<file path="src/rtl/motor_drive.sv">
// Wheel drive for the line tracker: debounces the steering command, ramps per-wheel
// duty toward the command's targets and emits period-aligned PWM plus H-bridge pins.
module motor_drive #(
  parameter int unsigned PWM_BITS    = 10,
  parameter int unsigned DUTY_FAST   = 800,
  parameter int unsigned DUTY_SLOW   = 400,
  parameter int unsigned RAMP_STEP   = 16,
  parameter int unsigned RAMP_DIV    = 1000,
  parameter int unsigned HOLD_CYCLES = 16
) (
  input  logic       clk,
  input  logic       reset,
  input  logic [1:0] state,
  output logic       pwm_left,
  output logic       pwm_right,
  output logic [1:0] dir_left,
  output logic [1:0] dir_right,
  output logic [1:0] cmd,
  output logic       moving
);

  localparam int unsigned WIDE   = PWM_BITS + 1;
  localparam int unsigned HOLD_W = (HOLD_CYCLES > 2) ? $clog2(HOLD_CYCLES) : 1;
  localparam int unsigned RAMP_W = (RAMP_DIV > 2) ? $clog2(RAMP_DIV) : 1;

  localparam logic [1:0] CMD_LEFT     = 2'b00;
  localparam logic [1:0] CMD_RIGHT    = 2'b01;
  localparam logic [1:0] CMD_STRAIGHT = 2'b10;
  localparam logic [1:0] CMD_STOP     = 2'b11;

  localparam logic [1:0] DIR_FWD   = 2'b10;
  localparam logic [1:0] DIR_COAST = 2'b00;

  localparam logic [PWM_BITS-1:0] FAST     = PWM_BITS'(DUTY_FAST);
  localparam logic [PWM_BITS-1:0] SLOW     = PWM_BITS'(DUTY_SLOW);
  localparam logic [PWM_BITS-1:0] PWM_LAST = '1;
  localparam logic [WIDE-1:0]     STEP     = WIDE'(RAMP_STEP);
  localparam logic [HOLD_W-1:0]   HOLD_MAX = HOLD_W'(HOLD_CYCLES - 1);
  localparam logic [RAMP_W-1:0]   RAMP_MAX = RAMP_W'(RAMP_DIV - 1);

  logic [1:0]          prev_in, prev_in_nxt;
  logic [HOLD_W-1:0]   hold_cnt, hold_cnt_nxt;
  logic [1:0]          cmd_nxt;
  logic [RAMP_W-1:0]   ramp_cnt, ramp_cnt_nxt;
  logic [PWM_BITS-1:0] pwm_cnt, pwm_cnt_nxt;
  logic [PWM_BITS-1:0] duty_left, duty_left_nxt;
  logic [PWM_BITS-1:0] duty_right, duty_right_nxt;
  logic [PWM_BITS-1:0] applied_left, applied_left_nxt;
  logic [PWM_BITS-1:0] applied_right, applied_right_nxt;
  logic [PWM_BITS-1:0] target_left, target_right;
  logic                stop, accept, ramp_tick, boundary;
  logic                pwm_left_nxt, pwm_right_nxt, moving_nxt;
  logic [1:0]          dir_left_nxt, dir_right_nxt;

  // One ramp step toward tgt, computed one bit wider so it cannot wrap or underflow.
  function automatic logic [PWM_BITS-1:0] ramp_toward(input logic [PWM_BITS-1:0] cur,
                                                      input logic [PWM_BITS-1:0] tgt);
    logic [WIDE-1:0] cur_w;
    logic [WIDE-1:0] tgt_w;
    cur_w = {1'b0, cur};
    tgt_w = {1'b0, tgt};
    ramp_toward = cur;
    if (cur_w < tgt_w) begin
      if ((tgt_w - cur_w) <= STEP) ramp_toward = tgt;
      else                         ramp_toward = PWM_BITS'(cur_w + STEP);
    end else if (cur_w > tgt_w) begin
      if ((cur_w - tgt_w) <= STEP) ramp_toward = tgt;
      else                         ramp_toward = PWM_BITS'(cur_w - STEP);
    end
  endfunction

  always_ff @(posedge clk) begin
    if (reset) begin
      prev_in       <= CMD_STOP;
      hold_cnt      <= '0;
      cmd           <= CMD_STOP;
      ramp_cnt      <= '0;
      pwm_cnt       <= '0;
      duty_left     <= '0;
      duty_right    <= '0;
      applied_left  <= '0;
      applied_right <= '0;
      pwm_left      <= 1'b0;
      pwm_right     <= 1'b0;
      dir_left      <= DIR_COAST;
      dir_right     <= DIR_COAST;
      moving        <= 1'b0;
    end else begin
      prev_in       <= prev_in_nxt;
      hold_cnt      <= hold_cnt_nxt;
      cmd           <= cmd_nxt;
      ramp_cnt      <= ramp_cnt_nxt;
      pwm_cnt       <= pwm_cnt_nxt;
      duty_left     <= duty_left_nxt;
      duty_right    <= duty_right_nxt;
      applied_left  <= applied_left_nxt;
      applied_right <= applied_right_nxt;
      pwm_left      <= pwm_left_nxt;
      pwm_right     <= pwm_right_nxt;
      dir_left      <= dir_left_nxt;
      dir_right     <= dir_right_nxt;
      moving        <= moving_nxt;
    end
  end

  // Command filter, ramp and period-boundary duty latch; stop overrides everything.
  always_comb begin
    prev_in_nxt       = state;
    hold_cnt_nxt      = hold_cnt;
    cmd_nxt           = cmd;
    ramp_cnt_nxt      = ramp_cnt + RAMP_W'(1);
    pwm_cnt_nxt       = pwm_cnt + PWM_BITS'(1);
    duty_left_nxt     = duty_left;
    duty_right_nxt    = duty_right;
    applied_left_nxt  = applied_left;
    applied_right_nxt = applied_right;
    target_left       = '0;
    target_right      = '0;

    stop      = (state == CMD_STOP);
    accept    = (hold_cnt == HOLD_MAX) && (state == prev_in) && (state != cmd);
    ramp_tick = (ramp_cnt == RAMP_MAX);
    boundary  = (pwm_cnt == PWM_LAST);

    if (state != prev_in)        hold_cnt_nxt = '0;
    else if (hold_cnt != HOLD_MAX) hold_cnt_nxt = hold_cnt + HOLD_W'(1);

    if (ramp_tick) ramp_cnt_nxt = '0;

    case (cmd)
      CMD_STRAIGHT: begin target_left = FAST; target_right = FAST; end
      CMD_LEFT:     begin target_left = SLOW; target_right = FAST; end
      CMD_RIGHT:    begin target_left = FAST; target_right = SLOW; end
      default:      begin target_left = '0;   target_right = '0;   end
    endcase

    if (stop) begin
      cmd_nxt           = CMD_STOP;
      duty_left_nxt     = '0;
      duty_right_nxt    = '0;
      applied_left_nxt  = '0;
      applied_right_nxt = '0;
    end else begin
      if (accept) cmd_nxt = state;
      if (ramp_tick) begin
        duty_left_nxt  = ramp_toward(duty_left, target_left);
        duty_right_nxt = ramp_toward(duty_right, target_right);
      end
      // Latch takes the pre-tick duty when a tick lands on the boundary.
      if (boundary) begin
        applied_left_nxt  = duty_left;
        applied_right_nxt = duty_right;
      end
    end
  end

  // Registered pin drive derived from the currently applied duties.
  always_comb begin
    pwm_left_nxt  = (pwm_cnt < applied_left);
    pwm_right_nxt = (pwm_cnt < applied_right);
    dir_left_nxt  = (applied_left != '0) ? DIR_FWD : DIR_COAST;
    dir_right_nxt = (applied_right != '0) ? DIR_FWD : DIR_COAST;
    moving_nxt    = ((applied_left | applied_right) != '0);
  end

endmodule

</file>
<file path="config.mk">
export PLATFORM = sky130hd
export DESIGN_NAME = motor_drive
export DESIGN_NICKNAME = d
export VERILOG_FILES = /design/src/rtl/motor_drive.sv
export SDC_FILE = /design/constraint.sdc
export NUM_CORES = 1
export LEC_CHECK = 0
export ABC_AREA = 1
export ABC_CLOCK_PERIOD_IN_PS = 3300
export BUFFER_PORTS_ARGS = -buffer_cell sky130_fd_sc_hd__buf_4
export CORE_UTILIZATION = 55
export CTS_CLUSTER_DIAMETER = 60
export DETAILED_ROUTE_END_ITERATION = 7
export PLACE_DENSITY = 0.82
export SYNTH_ARGS = -nofsm -noshare
export SYNTH_HDL_FRONTEND = slang
export SYNTH_SLANG_ARGS = --single-unit
</file>
<file path="constraint.sdc">
create_clock -name clk -period 3.3 [get_ports clk]
set_clock_uncertainty 0.15 [all_clocks]
set_input_delay 0.66 -clock clk [delete_from_list [all_inputs] [get_ports clk]]
set_output_delay 0.66 -clock clk [all_outputs]
set_load 0.01 [all_outputs]
</file>
=== Word level (Yosys, flattened, before mapping) ===
Index checks and enable logic that the tools add are counted.

* Logic and storage cells: 73
* Register bits: 75
* Output and inout bits: 9
* Input bits: 4

* Bitwise gates (word level): 1
* Mux-type cells: 12
* Equal/unequal tests: 10
* $add $sub $neg: 11
* Magnitude comparators: 10
* Reductions and logical operators: 15

{| class="wikitable"
|+ Operator list
! operator !! count
|-
| 2-to-1 mux 10 bit || 8
|-
| less-or-equal comparator 11 x 5 -> 1 bit (second input constant) || 4
|-
| subtractor 10 x 10 -> 11 bit || 4
|-
| less-than comparator 10 bit || 4
|-
| case mux 10 bit (2 select lines) || 2
|-
| nonzero test 10 bit || 3
|-
| adder 10 x 1 -> 10 bit (second input constant) || 2
|-
| adder 10 x 5 -> 10 bit (second input constant) || 2
|-
| equality test 10 bit (second input constant) || 2
|-
| > comparator 10 bit || 2
|-
| subtractor 10 x 5 -> 10 bit (second input constant) || 2
|-
| OR 10 bit || 1
|-
| OR reduction 2 bit || 5
|-
| adder 4 x 1 -> 4 bit (second input constant) || 1
|-
| equality test 2 bit (second input constant) || 2
|-
| equality test 4 bit (second input constant) || 1
|-
| 2-to-1 mux 2 bit || 2
|-
| != test 2 bit || 2
|-
| != test 4 bit (second input constant) || 1
|-
| AND reduction 2 bit || 2
|-
| nonzero test 2 bit || 2
|-
| equality test 2 x 1 -> 1 bit (second input constant) || 1
|-
| equality test 2 bit || 1
|-
| logical AND 1 bit || 2
|-
| zero test 2 bit || 1
|}

=== Longest topological paths before layout ===
Gate-level depths: netlist (run 1).

* Depth after elaboration: 8
* Mapped depth: 17
* Gate-level depth less buffers: 17

=== Least setup slack after synthesis (run 1) ===
Ideal clock, no wire load.

* Path kind: register -> register
* Start: register cmd[0]
* End: register duty_left[9]
* Setup time: 0.119 ns
* Arrival: 2.377 ns
* Stages on the path, launching flop included: 15
* Setup slack: 0.653 ns
* Required time: 3.031 ns
* Period minus slack after synthesis: 2.647 ns
* Buffers on the path: 0
* Cell sequence: dfxtp_1 -> inv_1 -> ha_1 -> ha_1 -> inv_1 -> nor2_1 -> nand3_1 -> nand2_1 -> a21oi_1 -> a21oi_4 -> nand2_2 -> nand2_1 -> nand3_1 -> nand2_1 -> a21oi_1

* Cells in the longest elaborated chain, start to end: 8
* Elaborated cells on any way between the ends: 17
* Those cells by class: add/sub (2); order compare (4); eq/ne (2); mux (5); reduce/logical (4)

{| class="wikitable"
|+ Ends and longest elaborated chain
! element !! line !! text
|-
| start: declaration || 18 || <nowiki>output logic [1:0] cmd,</nowiki>
|-
| start signal: assignment || 91 || <nowiki>cmd <= cmd_nxt;</nowiki>
|-
| equality test 2 x 1 -> 1 bit or equality test 2 bit (tied branches) || 130 || <nowiki>case (cmd)</nowiki>
|-
| OR reduction 2 bit (no source line) || - ||
|-
| case mux 10 bit (2 select lines) * || 130 ||
|-
| subtractor 10 x 10 -> 11 bit || 67 || <nowiki>if ((cur_w - tgt_w) <= STEP) ramp_toward = tgt;</nowiki>
|-
| less-or-equal comparator 11 x 5 -> 1 bit || 67 ||
|-
| 2-to-1 mux 10 bit || 67 ||
|-
| 2-to-1 mux 10 bit || 66 || <nowiki>end else if (cur_w > tgt_w) begin</nowiki>
|-
| 2-to-1 mux 10 bit || 63 || <nowiki>if (cur_w < tgt_w) begin</nowiki>
|-
| end signal: assignment || 94 || <nowiki>duty_left <= duty_left_nxt;</nowiki>
|-
| end: declaration || 46 || <nowiki>logic [PWM_BITS-1:0] duty_left, duty_left_nxt;</nowiki>
|}

Every way passes the cells marked *; elsewhere a longest branch is shown, timed or not. The select of a mux whose other input is x is not followed.
A chain may end at the register's enable or synchronous reset.

=== Worst setup path after layout (run 1) ===
* Start: register cmd[0]
* End: register duty_right[8]

* Cells in the longest elaborated chain, start to end: 8
* Elaborated cells on any way between the ends: 17
* Those cells by class: add/sub (2); order compare (4); eq/ne (2); mux (5); reduce/logical (4)

{| class="wikitable"
|+ Ends and longest elaborated chain
! element !! line !! text
|-
| equality test 2 bit or zero test 2 bit (tied branches) || 130 ||
|-
| OR reduction 2 bit (no source line) || - ||
|-
| case mux 10 bit (2 select lines) * || 130 ||
|-
| subtractor 10 x 10 -> 11 bit || 67 ||
|-
| less-or-equal comparator 11 x 5 -> 1 bit || 67 ||
|-
| 2-to-1 mux 10 bit || 67 ||
|-
| 2-to-1 mux 10 bit || 66 ||
|-
| 2-to-1 mux 10 bit || 63 ||
|-
| end signal: assignment || 95 || <nowiki>duty_right <= duty_right_nxt;</nowiki>
|-
| end: declaration || 47 || <nowiki>logic [PWM_BITS-1:0] duty_right, duty_right_nxt;</nowiki>
|}

Marked as above.

==> results.ini, run 1 <==
[final_layout]
fin_cells=702
design_area_sq_um=4410
antennaDiodeCount=0
nets=643
drive_above_1_share_pct=10.6
area_growth_pct=8.06

[floorplanning]
core_sq_um=7210
fp-row-count=31
initial_utilization_pct=56.6
io_pins=13
die_w_microns=88.2
dieArea_sq_um=7770
die_h_microns=88.2

[power_and_ir_drop]
ir_drop_mv=0.238
power.density_nw_per_um2=305
p_leak_nw=2.08

[placement]
gp_congestion=0.919
dp_hpwl_microns=7100
io_buffers=10
placed_area_sq_um=4240
dp_cells=687
pre_cts_slack_ns=0.273

[critical_path]
critPathBufInv=3
path_class=flop to flop
cp_top_family=adder cells
required_ns=3.39
crit_slowest_cell=dfxtp_2
cp_common_cell=inv_1
cp-end-kind=flop
cp_max_fo=11
worstPathArrival_ns=3.01
slowest_delay_ns=0.44
crit_chain=ha_1 > inv_1 > ha_1 > inv_1 > o21bai_1 > inv_1 > a21oi_4 > nor2_4 > nor2_4 > nor2_2 > nand2_1 > a21oi_1 > nor2_1
cp-start-kind=flop

[sta]
fmax_mhz=342
worst_pin_slew_ns=0.504
setup-violations-final=0
final-hold-violation-count=0
rsz0062_at_grt=false
fin_crit_ns=2.93
slew_violations=0
fin_crit_sh_pct=88.7
fin_ws_ns=0.373
relSlewSlack_pct=66.4
tns_ns=0
hold_ws_ns=0.302

[routing]
drc=0
drt_iter0_drc=202
wirelength_microns=9270
vias_per_cell=5.38
antenna_left=0
firstDrtPassIters=5
vias=3777
wl_per_cell_microns=13.2

[logic_synthesis]
synth_mux_area_share_pct=0
avgSynthCellArea_sq_um=6.96
synth.distinct_cells=42
yosys.area_share.simple_pct=30.3
synth_edf_count=0
synth_xor_area_share_pct=5.58
synth_top_area_cell=dfxtp_1
synthesis.area_sq_um=4080
synth_top_family_by_area=simple AND/OR/NAND/NOR gates
yosys.area_share.adder_pct=12.6
synth_top_area_share_pct=27.9
synthTopCellsByArea=dfxtp_1 28%, ha_1 12%, nand2_1 11%, nand3_1 7.7%, inv_1 7.2%
synthArstFlopShare_pct=0
ys_warn_count=0
seq_area_frac_synth_pct=27.9
netlist_instances=587
synth.most_common_cell=nand2_1
synth_common_cells=116 x nand2_1, 78 x inv_1, 63 x nand3_1
ys.flop_type=dfxtp_1
synth-seq-cells=57
synth_compound_area_share_pct=13.6

[cts]
cts.path.max_buffers=2
clock-sinks=57
cts_made_buffers=9
clk_pin_slew_ns=0.06
cts_setup_buffers=0
holdBufCountCts=0
cts_root_buf=clkbuf_8
cts_htree_levels=3
cts_tree=done
clkLatencyLatePin_ns=0.34

[global_route]
grt_max_degree=25
grt_pass1_wl_microns=15700
gr-total-overflow=0
grt_pass1_vias=3558
grt_use_total_pct=25.8
antenna_found_initial=0

[hold_path]
hold_class=flop to flop

[outcome]
status=complete, no violations

[run]
drv_cap=0

[state kept, by name, indices dropped and copies added, names as in the netlist, 2 cells and up]
| name | count |
|---|---|
| ramp_cnt | 10 |
| cmd | 2 |
| duty_right | 6 |
| hold_cnt | 4 |
| prev_in | 2 |
| applied_left | 6 |
| applied_right | 6 |
| pwm_cnt | 10 |
| duty_left | 6 |
[path summary, 6_finish.rpt]
check	startpoint	end	slack, ns	depth (start not counted)
setup / recovery	cmd[0]	duty_right[8]	0.37	13
hold / removal	pwm_cnt[0]	pwm_cnt[0]	0.30	1
setup reg to reg	cmd[0]	duty_right[8]	0.37	13
hold reg to reg	pwm_cnt[0]	pwm_cnt[0]	0.30	1
[area by class of cell]
cell class | instances | area [sq um]
Tap cell | 99 | 124
Fill cell | 677 | 2800
Multi-Input combinational cell | 433 | 2550
Inverter | 85 | 327
Timing Repair Buffer | 13 | 97.6
Sequential cell | 57 | 1140
Clock buffer | 11 | 131
Clock inverter | 4 | 45.0
[where the power goes]
part           switching, mW  internal (mW)  total, mW
Combinational         0.0239         0.0140     0.0379
Sequential           0.00544          0.697      0.702
Clock                  0.265          0.340      0.605
Total                  0.294           1.05       1.34
[stage by stage]
| step | utilization (%) | power (mW) |
|---|---|---|
| 3_3_place_gp | 58.7 | 0.753 |
| 3_5_place_dp | 58.7 | 0.755 |
| 6_report | 61.2 | 1.34 |
| 4_1_cts | 61.2 | 1.36 |
| 2_1_floorplan | - | 0.746 |
| 5_1_grt | 61.2 | 1.39 |
[kinds of logic (layout without fill, tap and decap cells)]
| logic type | count (synthesis) | after routing |
|---|---|---|
| AND/OR/NAND/NOR | 265 | 265 |
| AO/OA/AOI/OAI | 100 | 100 |
| buffers and inverters | 98 | 113 |
| flip-flops | 57 | 57 |
| adder cells (fa/ha/maj) | 40 | 40 |
| XOR/XNOR | 26 | 26 |
| other | 1 | 2 |
[placed cells by master, fill, tap and decap left out, types with 3 or more instances in the layout]
cell type and count:
clkinv_2 3, a21oi_1 45, nand4_1 10, o21ai_0 35, nand3_1 63, o21ai_1 5
inv_2 5, xnor2_1 6, ha_1 38, nor3_1 7, nor2_1 40, nand3_2 3
xor2_1 20, nand2_1 116, nand2_2 5, dfxtp_1 56, or2_2 4, buf_4 13
nor2_2 6, clkbuf_8 9, inv_1 78
[metal layers]
layer / up-vias / wire, microns / global-route usage [%]
met5: - / 0 / 0
met4: 0 / 151 / 10.1
met3: 19 / 544 / 8.11
met2: 113 / 4520 / 42.0
met1: 1710 / 4050 / 31.7
li1: 1935 / - / -
[worst register-to-register path: cells and delay by family (launching register included)]
kind | cells | cell delay [ns]
simple gates | 5 | 0.75
flops | 1 | 0.44
buf+inv | 3 | 0.39
compound gates | 3 | 0.29
fa+ha+maj | 2 | 0.80
[repair_timing]
action / 4_1_cts / 5_1_grt
endpoints found under the setup margin: 0 / 5
hold endpoints to repair: 0 / 0
gates resized for setup: 0 / 1
Note: power is estimated with default switching activity, not from simulation.
==> run 2, diff against run 1 <==
==> constraint.sdc (replaced) <==
create_clock -name clk -period 3.3 [get_ports clk]
set_clock_uncertainty 0.15 [all_clocks]
set_input_delay 0.165 -clock clk [delete_from_list [all_inputs] [get_ports clk]]
set_output_delay 0.165 -clock clk [all_outputs]
set_load 0.01 [all_outputs]
==> run 2 against run 1 <==
Effect of this change: clock-buffer cell count rose by 1; cell count rose by 0.28%; worst hold slack improved by 0.0061 ns; register-to-register slack got worse by 0.08 ns; critical path type unchanged; critical endpoint is now duty_right[4].
==> results.ini, run 2 (synthesized netlist as in run 1, its figures left out) <==
[critical_path]
cp_common_cell=inv_1
cp_max_fo=11
cp-end-kind=flop
regToRegSetupSlack_ns=0.29
cp-start-kind=flop
slowest_delay_ns=0.53
path_class=flop to flop
required_ns=3.42
worstPathArrival_ns=3.13
crit_chain=ha_1 > inv_1 > ha_1 > inv_1 > o21bai_1 > inv_1 > a21oi_4 > nor2_4 > nor2_4 > nor2_2 > nand2_1 > inv_1 > nand2_1 > a21oi_1
crit_slowest_cell=dfxtp_1

[floorplanning]
die_h_microns=88.2
die_w_microns=88.2
core_sq_um=7210
io_pins=13
initial_utilization_pct=56.6
fp-row-count=31
dieArea_sq_um=7770

[final_layout]
final_common_cell=nand2_1
area_growth_pct=9.41
fill_cells=647
design_area_sq_um=4470
register_area_sq_um=1140
multiInputGateArea_sq_um=2550
nets=645
final_cell_mix=116 x nand2_1, 78 x inv_1, 63 x nand3_1
top_regs=pwm_cnt x10, ramp_cnt x10
antennaDiodeCount=0
drive_above_1_share_pct=10.2

[cts]
cts_setup_buffers=0
clock-sinks=57
cts.path.max_buffers=2
cts_tree=done
post_cts_resized=0
cts_htree_levels=3
cts_made_buffers=9
clkLatencyLatePin_ns=0.34
cts_root_buf=clkbuf_8
clk_pin_slew_ns=0.06

[routing]
drc=0
wirelength_microns=9420
wl_per_cell_microns=13.4
vias=3839
firstDrtPassIters=6
drt_iter0_drc=219
antenna_left=0
vias_per_cell=5.45

[sta]
fin_crit_ns=3.01
slew_violations=0
fin_crit_sh_pct=91.2
tns_ns=0
fmax_mhz=332
setup-violations-final=0
rsz0062_at_grt=false
worst_pin_slew_ns=0.691
final-hold-violation-count=0
relSlewSlack_pct=53.8

[power_and_ir_drop]
ir_drop_mv=0.306
power.density_nw_per_um2=323
p_leak_nw=2.10

[global_route]
grt_pass1_wl_microns=15500
antenna_found_initial=0
grt_pass1_vias=3436
grt_use_total_pct=25.7
grt_max_degree=25
gr-total-overflow=0

[placement]
placed_area_sq_um=4230
gp_congestion=0.928
dp_hpwl_microns=6980
io_buffers=10

[run]
drv_cap=0

[outcome]
status=complete, no violations

[hold_path]
hold_class=flop to flop

-- run 2: stage by stage --
stage                     util (%)  worst slack, ns  power [mW]  instances  hold slack [ns]
after detailed placement      58.6            0.324       0.755        686            0.256
after global routing          61.9           0.0239        1.50        704            0.335
after CTS                     61.9            0.307        1.46        704            0.309
final                         61.9            0.289        1.44        704            0.308
after floorplan                  -            0.653       0.746        588            0.143
after global placement        58.6            0.386       0.752        686            0.248
-- run 2: final cells by class --
class,count,share of cell area [%]
clock buffers,12,3.25
clock inverters,3,1.46
inverters,85,7.31
multi-input cells,433,57.0
flip-flops and latches,57,25.5
well taps,99,2.77
repair buffers,15,2.69
-- run 2: report_power, final --
part / internal, mW / total [mW] / switching [mW]
clock network: 0.441 / 0.700 / 0.259
registers: 0.697 / 0.703 / 0.00600
logic: 0.0156 / 0.0411 / 0.0256
total: 1.15 / 1.44 / 0.291
-- run 2: final timing paths --
kind                    start            end  cells past startpoint
setup / recovery       cmd[0]  duty_right[4]                     14
hold / removal    ramp_cnt[0]    ramp_cnt[0]                      1
setup reg to reg       cmd[0]  duty_right[4]                     14
hold reg to reg   ramp_cnt[0]    ramp_cnt[0]                      1
-- run 2: what timing repair did --
action	4_1_cts	5_1_grt
endpoints found under the hold margin	9	0
endpoints found under the setup margin	0	0
hold buffers	3	0
-- run 2: routing by layer --
layer  global-route usage (%)  vias to the layer above  share of wire, %
li1                         -                     1941                 -
met1                     32.1                     1762                44
met2                     44.0                      125                49
met3                     7.54                       11               5.4
met4                     5.28                        0               1.0
met5                        0                        -                 0
-- run 2: critical path: cells and delay by family (launching register included) --
| family | cells | cell delay (ns) |
|---|---|---|
| flip-flops | 1 | 0.53 |
| buffers and inverters | 4 | 0.44 |
| AND/OR/NAND/NOR | 5 | 0.74 |
| adder cells (fa/ha/maj) | 2 | 0.82 |
| AO/OA/AOI/OAI | 3 | 0.26 |
